**config.mk**
```make
export PLATFORM = sky130hd
export DESIGN_NAME = wvb_rd_seq_flat
export DESIGN_NICKNAME = d
export VERILOG_FILES = /design/src/rtl/wvb_rd_seq_pkg.sv /design/src/rtl/wvb_rd_seq_if.sv /design/src/rtl/wvb_rd_seq_addr_wrap_inc.sv /design/src/rtl/wvb_rd_seq.sv /design/src/flat_wrapper.sv
export SDC_FILE = /design/constraint.sdc
export NUM_CORES = 1
export LEC_CHECK = 0
export ABC_AREA = 1
export CAP_MARGIN = 5
export CORE_MARGIN = 2
export CORE_UTILIZATION = 52
export CTS_CLUSTER_SIZE = 28
export DETAILED_ROUTE_END_ITERATION = 10
export GPL_TIMING_DRIVEN = 0
export PLACE_DENSITY_LB_ADDON = 0.25
export SYNTH_ARGS = -nofsm -noshare
export SYNTH_HDL_FRONTEND = slang
export SYNTH_HIERARCHICAL = 1
export SYNTH_SLANG_ARGS = --single-unit
```
**constraint.sdc**
```tcl
create_clock -name clk -period 2.4 [get_ports clk]
set_input_delay 0.48 -clock clk [delete_from_list [all_inputs] [get_ports clk]]
set_output_delay 0.48 -clock clk [all_outputs]
set_load 0.01 [all_outputs]
```
**src/rtl/wvb_rd_seq_pkg.sv**
```systemverilog
// Shared FSM encoding and span helper for the wvb read-address sequencer.
package wvb_rd_seq_pkg;

    typedef enum logic [1:0] {
        S_IDLE     = 2'd0,
        S_HDR_WAIT = 2'd1,
        S_READ     = 2'd2
    } state_t;

    // Inclusive word count from start to stop around a circular buffer; both must be < depth.
    function automatic int unsigned wvb_mod_span(input int unsigned start,
                                                 input int unsigned stop,
                                                 input int unsigned depth);
        return ((stop + depth - start) % depth) + 1;
    endfunction

endpackage

```
**src/rtl/wvb_rd_seq_if.sv**
```systemverilog
// Control/status bundle between the readout FSM (master) and wvb_rd_seq (slave).
// Macro WVB_RD_TRUNC_EN adds cfg_max_len and rd_trunc.
interface wvb_rd_seq_if #(
    parameter int P_ADR_WIDTH = 12
);
    logic [P_ADR_WIDTH-1:0] start_addr;
    logic [P_ADR_WIDTH-1:0] stop_addr;
    logic                   hdr_rdreq;
    logic                   wvb_rdreq;
    logic                   wvb_rddone;
    logic [P_ADR_WIDTH-1:0] wvb_rd_addr;
    logic                   rd_busy;
    logic                   rd_last;
    logic [P_ADR_WIDTH:0]   rd_words_left;
    logic                   addr_err;
`ifdef WVB_RD_TRUNC_EN
    logic [P_ADR_WIDTH:0]   cfg_max_len;
    logic                   rd_trunc;
`endif

    modport master (
`ifdef WVB_RD_TRUNC_EN
        output cfg_max_len,
        input  rd_trunc,
`endif
        output start_addr, stop_addr, hdr_rdreq, wvb_rdreq, wvb_rddone,
        input  wvb_rd_addr, rd_busy, rd_last, rd_words_left, addr_err
    );

    modport slave (
`ifdef WVB_RD_TRUNC_EN
        input  cfg_max_len,
        output rd_trunc,
`endif
        input  start_addr, stop_addr, hdr_rdreq, wvb_rdreq, wvb_rddone,
        output wvb_rd_addr, rd_busy, rd_last, rd_words_left, addr_err
    );

endinterface

```
**src/rtl/wvb_rd_seq_addr_wrap_inc.sv**
```systemverilog
// Modulo-P_DEPTH address increment; shared with the write-side controller.
module wvb_addr_wrap_inc #(
    parameter int P_ADR_WIDTH = 12,
    parameter int P_DEPTH     = 4096
) (
    input  logic [P_ADR_WIDTH-1:0] addr,
    output logic [P_ADR_WIDTH-1:0] addr_inc
);
    localparam logic [P_ADR_WIDTH-1:0] LAST_ADR = P_ADR_WIDTH'(P_DEPTH - 1);

    assign addr_inc = (addr == LAST_ADR) ? '0 : addr + P_ADR_WIDTH'(1);

endmodule

```
**src/rtl/wvb_rd_seq.sv**
```systemverilog
// Waveform-buffer read address sequencer: circular start..stop walk for the readout FSM.
// Optional macro WVB_RD_TRUNC_EN caps each event at cfg_max_len words.
module wvb_rd_seq
    import wvb_rd_seq_pkg::*;
#(
    parameter int P_ADR_WIDTH = 12,
    parameter int P_DEPTH     = 4096,
    parameter int P_HDR_LAT   = 2
) (
    input logic         clk,
    input logic         rst,
    wvb_rd_seq_if.slave bus
);
    localparam int          W        = P_ADR_WIDTH;
    localparam logic [W:0]   DEPTH_W  = (W+1)'(P_DEPTH);
    localparam logic [W-1:0] LAST_ADR = W'(P_DEPTH - 1);
    localparam logic [2:0]   LAT      = 3'(P_HDR_LAT);
    localparam int unsigned  DEPTH_U  = P_DEPTH;

    state_t       state_q, state_d;
    logic [2:0]   lat_cnt;
    logic [W-1:0] addr_q, stop_q, addr_nxt;
    logic [W:0]   words_q;
    logic         busy_q, err_q;
    logic         do_hdr, do_load, do_done, do_step;
    logic [W-1:0] start_c, stop_c, stop_eff;
    logic [W:0]   len_c, len_eff;
    logic         start_oor, stop_oor;
`ifdef WVB_RD_TRUNC_EN
    logic         trunc_c, trunc_q;
`endif

    wvb_addr_wrap_inc #(.P_ADR_WIDTH(W), .P_DEPTH(P_DEPTH)) u_wrap_inc (
        .addr     (addr_q),
        .addr_inc (addr_nxt)
    );

    // NOTE: sequential state uses non-blocking (<=) so every flop samples pre-edge values.
    always_ff @(posedge clk or posedge rst) begin
        if (rst) state_q <= S_IDLE;
        else     state_q <= state_d;
    end

    // NOTE: each always_comb output gets a default first, so no path can infer a latch.
    always_comb begin
        state_d = state_q;
        if (bus.hdr_rdreq) begin
            state_d = S_HDR_WAIT;
        end else begin
            case (state_q)
                S_HDR_WAIT: if (lat_cnt == LAT) state_d = S_READ;
                S_READ:     if (bus.wvb_rddone) state_d = S_IDLE;
                default:    state_d = state_q;
            endcase
        end
    end

    // Strobes follow the in-cycle priority: header > latency expiry > done > advance.
    always_comb begin
        do_hdr  = bus.hdr_rdreq;
        do_load = !do_hdr && (state_q == S_HDR_WAIT) && (lat_cnt == LAT);
        do_done = !do_hdr && (state_q == S_READ) && bus.wvb_rddone;
        do_step = !do_hdr && (state_q == S_READ) && !bus.wvb_rddone
                  && bus.wvb_rdreq && (addr_q != stop_q);
    end

    // Load-time values: clamp out-of-range addresses, then size (and optionally cap) the event.
    always_comb begin
        start_oor = ({1'b0, bus.start_addr} >= DEPTH_W);
        stop_oor  = ({1'b0, bus.stop_addr} >= DEPTH_W);
        start_c   = start_oor ? LAST_ADR : bus.start_addr;
        stop_c    = stop_oor ? LAST_ADR : bus.stop_addr;
        len_c     = (W+1)'(wvb_mod_span(32'(start_c), 32'(stop_c), DEPTH_U));
`ifdef WVB_RD_TRUNC_EN
        trunc_c   = (bus.cfg_max_len != '0) && (len_c > bus.cfg_max_len);
        stop_eff  = trunc_c ? W'((32'(start_c) + 32'(bus.cfg_max_len) - 32'd1) % DEPTH_U) : stop_c;
        len_eff   = trunc_c ? bus.cfg_max_len : len_c;
`else
        stop_eff  = stop_c;
        len_eff   = len_c;
`endif
    end

    always_ff @(posedge clk or posedge rst) begin
        if (rst) begin
            lat_cnt <= '0;
            addr_q  <= '1;
            stop_q  <= '0;
            words_q <= '0;
            busy_q  <= 1'b0;
            err_q   <= 1'b0;
`ifdef WVB_RD_TRUNC_EN
            trunc_q <= 1'b0;
`endif
        end else begin
            if (do_hdr) begin
                lat_cnt <= 3'd1;
                busy_q  <= 1'b0;
                words_q <= '0;
            end else if (do_load) begin
                addr_q  <= start_c;
                stop_q  <= stop_eff;
                words_q <= len_eff;
                busy_q  <= 1'b1;
                err_q   <= err_q | start_oor | stop_oor;
`ifdef WVB_RD_TRUNC_EN
                trunc_q <= trunc_c;
`endif
            end else if (do_done) begin
                addr_q  <= stop_q;
                busy_q  <= 1'b0;
                words_q <= '0;
            end else if (do_step) begin
                addr_q  <= addr_nxt;
                words_q <= words_q - (W+1)'(1);
            end
            if (!do_hdr && !do_load && state_q == S_HDR_WAIT) lat_cnt <= lat_cnt + 3'd1;
        end
    end

    assign bus.wvb_rd_addr   = addr_q;
    assign bus.rd_busy       = busy_q;
    assign bus.rd_last       = busy_q && (addr_q == stop_q);
    assign bus.rd_words_left = words_q;
    assign bus.addr_err      = err_q;
`ifdef WVB_RD_TRUNC_EN
    assign bus.rd_trunc      = trunc_q;
`endif

endmodule

```
**src/flat_wrapper.sv**
```systemverilog
// flat-port wrapper written by rule: the top's interface ports become plain ports
module wvb_rd_seq_flat import wvb_rd_seq_pkg::*;
#(
    parameter int P_ADR_WIDTH = 12,
    parameter int P_DEPTH     = 4096,
    parameter int P_HDR_LAT   = 2
)
  (clk, rst, bus_start_addr, bus_stop_addr, bus_hdr_rdreq, bus_wvb_rdreq, bus_wvb_rddone, bus_wvb_rd_addr, bus_rd_busy, bus_rd_last, bus_rd_words_left, bus_addr_err);
  wvb_rd_seq_if #(.P_ADR_WIDTH(P_ADR_WIDTH)) bus_i ();
  input logic clk;
  input logic rst;
  input wire logic [$bits(bus_i.start_addr)-1:0] bus_start_addr;
  input wire logic [$bits(bus_i.stop_addr)-1:0] bus_stop_addr;
  input wire logic [$bits(bus_i.hdr_rdreq)-1:0] bus_hdr_rdreq;
  input wire logic [$bits(bus_i.wvb_rdreq)-1:0] bus_wvb_rdreq;
  input wire logic [$bits(bus_i.wvb_rddone)-1:0] bus_wvb_rddone;
  output wire logic [$bits(bus_i.wvb_rd_addr)-1:0] bus_wvb_rd_addr;
  output wire logic [$bits(bus_i.rd_busy)-1:0] bus_rd_busy;
  output wire logic [$bits(bus_i.rd_last)-1:0] bus_rd_last;
  output wire logic [$bits(bus_i.rd_words_left)-1:0] bus_rd_words_left;
  output wire logic [$bits(bus_i.addr_err)-1:0] bus_addr_err;
  assign bus_i.start_addr = bus_start_addr;
  assign bus_i.stop_addr = bus_stop_addr;
  assign bus_i.hdr_rdreq = bus_hdr_rdreq;
  assign bus_i.wvb_rdreq = bus_wvb_rdreq;
  assign bus_i.wvb_rddone = bus_wvb_rddone;
  assign bus_wvb_rd_addr = bus_i.wvb_rd_addr;
  assign bus_rd_busy = bus_i.rd_busy;
  assign bus_rd_last = bus_i.rd_last;
  assign bus_rd_words_left = bus_i.rd_words_left;
  assign bus_addr_err = bus_i.addr_err;
  wvb_rd_seq #(.P_ADR_WIDTH(P_ADR_WIDTH), .P_DEPTH(P_DEPTH), .P_HDR_LAT(P_HDR_LAT)) u_core (.clk(clk), .rst(rst), .bus(bus_i));
endmodule
```
# Word-level counts from Yosys, hierarchy flattened
# Cells that the tools add are included.
# word_totals
reg_bits,43
latchBits,0
ramBits,0
rom_bits,0
inputBits,29
output_inout_bits,28
word_cells,59
mem_count,0
# op_classes
addsub,6
n_mul,0
div,0
n_lt_le_gt_ge,0
eq_ne,8
shift,0
mux,17
bitwise_logic,1
reduce_logical,21
# ops
cell,n
$mux W13,4
$mux W12,4
$add A12 B1 Y12 const B,2
$add A12 B1 Y13 const B,1
$sub A13 B1 Y13 const B,1
$eq A12 B12 Y1,1
$eq A12 B12 Y1 const B,1
$ne A12 B12 Y1,1
$sub A12 B12 Y12,1
$logic_and A1 B1 Y1,10
$reduce_bool A3 Y1,3
$mux W2,3
$mux W3,2
$ne A3 B3 Y1 const B,2
$pmux W2 S2,1
$reduce_and A2 Y1,2
$reduce_bool A4 Y1,1
$add A3 B1 Y3 const B,1
$eq A3 B2 Y1 const B,1
$logic_not A1 Y1,3
$mux W1,3
$reduce_and A3 Y1,1
$eq A2 B1 Y1 const B,1
$eq A2 B2 Y1 const B,1
2 further kinds,2

# Logic depth before layout (Yosys ltp)
# depth
depth_word,9
ltp_mapped,18
depth_no_buf,18

# Modules after synthesis
# Netlist, hierarchy kept.
# modules_own_cells
module,instances,cells_per_inst,area_each_um2
wvb_rd_seq,1,512,3500.9
wvb_addr_wrap_inc,1,70,360.3

# Worst setup path after synthesis
# Ideal clock, no wire load.
# synth_timing
path_kind,input to register
from,input bus_stop_addr[0]
to,register u_core.words_q[8] (netlist: u_core/bus.rd_words_left[8])
setup_time_ns,0.124
t_arrival_ns,2.017
path_slack_ns,0.259
stages,14
cell_sequence,inv_1 -> ha_1 -> inv_1 -> fa_1 -> ha_1 -> nand2_1 -> inv_1 -> nand2_2 -> nor2_2 -> nand3_2 -> nor2_4 -> inv_1 -> nand3_1 -> nand3_1
# synth_via
elab_chain_len,5
# synth_rtl
element,line,rtl
"start, declared",flat_wrapper.sv:13,input wire logic [$bits(bus_i.stop_addr)-1:0] bus_stop_addr;
$add A12 B1 Y12,wvb_rd_seq_pkg.sv:14,return ((stop + depth - start) % depth) + 1;
$sub A12 B12 Y12,wvb_rd_seq_pkg.sv:14,
$add A12 B1 Y13,wvb_rd_seq_pkg.sv:14,
$mux W13,wvb_rd_seq.sv:100,end else if (do_load) begin
$mux W13,wvb_rd_seq.sv:96,if (do_hdr) begin
"end signal, assigned",wvb_rd_seq.sv:103,words_q <= len_eff;
"end signal, assigned",wvb_rd_seq.sv:115,words_q <= words_q - (W+1)'(1);
"end, declared",wvb_rd_seq.sv:23,logic [W:0] words_q;
# No other way between the ends.
# A chain may end at the register's enable or synchronous reset.

# Final worst setup path
# layout_timing
from,input bus_start_addr[8]
to,register u_core.words_q[11] (netlist: u_core/bus.rd_words_left[11])
# layout_via
elab_chain_len,4
# layout_rtl
element,line,rtl
"start, declared",flat_wrapper.sv:12,input wire logic [$bits(bus_i.start_addr)-1:0] bus_start_addr;
$sub A12 B12 Y12,wvb_rd_seq_pkg.sv:14,
$add A12 B1 Y13,wvb_rd_seq_pkg.sv:14,
$mux W13,wvb_rd_seq.sv:100,
$mux W13,wvb_rd_seq.sv:96,
# No other way between the ends.

==> metrics.md <==
| Metric | Value |
|---|---|
| DR pass1 iterations | 5 |
| CP Capture Type | register |
| Syn Inst Count | 582 |
| Most frequent CP cell | nand2_1 |
| Post-synth EDFFs | 0 |
| Grt ovf | 0 |
| ANT cells | 0 |
| DRT Wirelength | 11300 um |
| Core ar. | 7210 um2 |
| Setup ws final | 0.0773 ns |
| First-pass GRT wire length | 18300 um |
| Drt initial violations | 303 |
| Antenna violations before repair | 0 |
| GR Util met2 | 46.1% |
| Pwr dens | 828 nW/um2 |
| Fin Clk Skew | 0.0116 ns |
| Site row count | 31 |
| Critical path startpoint category | input pin |
| Ports | 57 |
| Synth Register Bits | 43 |
| Minimum clock period | 2.32 ns |
| Ratio of cells with drive above 1 in the final layout | 20.1% |
| Worst-path clk slew | 0.09 ns |
| GRT Resource Usage Total | 27.6% |
| Power Total | 4.08 mW |
| Synth cell types | 42 |
| Via density | 5.44 |
| Final setup violation count | 0 |
| Inserted Clock Buffers | 5 |
| Post-place instance area | 4540 um2 |
| Crit-path cells | clkdlybuf4s50_1, inv_1, ha_2, nand2_1, nor2_1, nand3_1, nand4_1, nand2_1, nor2_1, nand4_1, nand3_1, nand2_1 |
| Max-Slew Margin vs Limit | 38.3% |
| Critical Path Fanout Max | 5 |
| Slowest cell on crit path | clkdlybuf4s50_1 |
| Routed len/inst | 14.9 um |
| Main synth FF type | dfrtp_1 |
| PortBufs | 55 |
| YS warnings | 6 |
| Vias in the first global route | 3888 |
| Skew-Pair Late Insertion Delay | 0.30 ns |
| Dpl hpwl | 8310 um |
| Placed Cells | 736 |
| Die footprint | 8130 um2 |
| Maximum clock frequency | 0.431 GHz |
| Status | finished, final reports clean |
| CP peak stage delay | 0.51 ns |
| Final hold vios | 0 |
| Number of H-tree levels | 2 |
| CTS tree | built |
| Pre-CTS worst setup slack | -0.469 ns |
| Worst-Margin Slew | 0.924 ns |
| Largest net degree at the start of global routing | 44 |
| Met3 Resource Use GR | 4.61% |
| Die width | 90.2 um |
| Syn Std Cell Area | 3860 um2 |
| # DRC | 0 |
| Starting Density | 53.5% |
| Sequential share of the synthesized area | 28.3% |
| Area Overhead vs Synth | 27.5% |
| Grt peak-use layer | met2 |
| Worst Hold Margin | 0.524 ns |
| Hold WC Path Type | reg2reg |
| M1 GR Usage | 36.5% |
| Worst EP required | 2.60 ns |
| Post-synthesis average cell area | 6.63 um2 |
| Final period util | 96.8% |
| Syn Nets | 628 |
| CTS sink count | 43 |
| Layout Nets | 707 |
| CP Data Arrival Time | 2.52 ns |
| Vias | 4141 |
| Peak VDD IR | 0.372 mV |
| Max Cap Viol | 0 |
| Share of flip-flops with an asynchronous set or reset | 100% |
| Max Root-Sink Buffers | 2 |
| Die Y | 90.2 um |
| Fin cells | 761 |
| Design Area, Final | 4920 um2 |
| Clock root buffer | clkbuf_8 |
| Antenna Violating Nets Remaining | 0 |
| Lkg Pwr | 2.35 nW |
| Max-slew violation count | 0 |
| CP Class | in2reg |
| FILL cells | 621 |
| Gp weighted congestion | 0.911 |
==> sequential cells by signal, summed over array words and instances (netlist names) <==
| name | count |
|---|---|
| u_core/lat_cnt | 3 |
| u_core/bus.rd_busy | 1 |
| u_core/bus.rd_words_left | 13 |
| u_core/bus.wvb_rd_addr | 12 |
| u_core/stop_q | 12 |
| u_core/state_q | 2 |
==> repair_timing <==
item,4_1_cts,5_1_grt
pin swaps,8,5
resized for setup,12,29
buffers inserted,13,4
endpoints found under the setup margin,9,7
hold buffers,0,0
==> power breakdown <==
group | internal (mW) | switching, mW | total [mW]
sequential | 1.03 | 0.238 | 1.27
clock | 0.208 | 0.281 | 0.490
combinational | 1.01 | 1.31 | 2.32
total | 2.25 | 1.82 | 4.08
==> synth_stat cells, types with 4 or more instances <==
cell type / number / area share, %
a21oi_1: 13 / 1.7
buf_4: 6 / 1.2
dfrtp_1: 31 / 20
dfstp_2: 12 / 8.2
ha_1: 16 / 5.2
inv_1: 84 / 8.2
inv_2: 4 / 0.39
nand2_1: 150 / 15
nand2_2: 18 / 2.9
nand3_1: 39 / 5.1
nand3_2: 8 / 2.1
nand4_1: 11 / 1.8
nor2_1: 59 / 5.7
nor2_2: 7 / 1.1
nor2_4: 7 / 2.0
nor3_1: 5 / 0.65
o211ai_1: 6 / 1.2
o21ai_0: 40 / 5.2
o21ai_1: 12 / 1.6
or2_2: 7 / 1.1
xnor2_1: 4 / 0.91
xor2_1: 14 / 3.2
==> routing by layer <==
metal  vias to the layer above  wire, um
li1                       2006         -
met1                      1928      4750
met2                       186      5460
met3                        21       919
met4                         0       192
met5                         -         0
==> cell usage in the layout, fill, tap and decap left out, types with 13 or more instances in the layout <==
cell             count
nand2_2             21
inv_1               80
dfrtp_1             31
nand2_1            146
o21ai_0             40
nor2_1              57
xor2_1              13
clkdlybuf4s50_1     49
buf_4               23
nand3_1             38
==> final cells by class <==
class	count	area [um2]	share of cell area, %
multi-input combinational	437	2520	51.1
inverter	90	344	6.99
sequential	43	1090	22.2
clock buffer	5	68.8	1.40
buffer	12	71.3	1.45
timing repair buffer	72	683	13.9
clock inverter	3	23.8	0.483
tap	99	124	2.52
==> critical path: cells and delay by family <==
family / cells / cell delay [ns]
simple gates: 9 / 1.09
buf+inv: 2 / 0.57
fa+ha+maj: 1 / 0.37
==> through the flow <==
step | util, % | setup TNS (ns)
floorplan | - | 0
finish | 68.3 | 0
CTS | 65.9 | 0
global placement | 62.9 | -3.87
global route | 68.3 | -0.0751
detailed placement | 62.9 | -4.10
==> final timing paths <==
| kind | start | to | slack, ns | cells past startpoint |
|---|---|---|---|---|
| max in group asynchronous | rst | u_core/stop_q[3]$_DFFE_PP0P_ | 1.12 | 2 |
| worst min-delay path | u_core/bus.wvb_rd_addr[6]$_DFFE_PP1P_ | u_core/bus.wvb_rd_addr[6]$_DFFE_PP1P_ | 0.52 | 2 |
| min in group asynchronous | rst | u_core/lat_cnt[0]$_DFFE_PP0P_ | 0.70 | 2 |
| worst max-delay path | bus_start_addr[8] | u_core/bus.rd_words_left[11]$_DFFE_PP0P_ | 0.08 | 12 |
| worst min register to register | u_core/bus.wvb_rd_addr[6]$_DFFE_PP1P_ | u_core/bus.wvb_rd_addr[6]$_DFFE_PP1P_ | 0.52 | 2 |
| worst max register to register | u_core/lat_cnt[0]$_DFFE_PP0P_ | u_core/bus.rd_words_left[11]$_DFFE_PP0P_ | 0.29 | 10 |
==> kinds of logic (layout without fill, tap and decap cells) <==
family | count (synthesis) | after routing | share of synthesized area [%]
AND/OR/NAND/NOR | 323 | 323 | 40.0
buffers and inverters | 102 | 182 | 10.7
AO/OA/AOI/OAI | 76 | 76 | 10.5
flip-flops | 43 | 43 | 28.3
XOR/XNOR | 19 | 19 | 4.50
adder cells (fa/ha/maj) | 17 | 17 | 5.70
other | 1 | 1 | 0.0971
multiplexers | 1 | 1 | 0.259
Power figures use the tool's default switching activity.
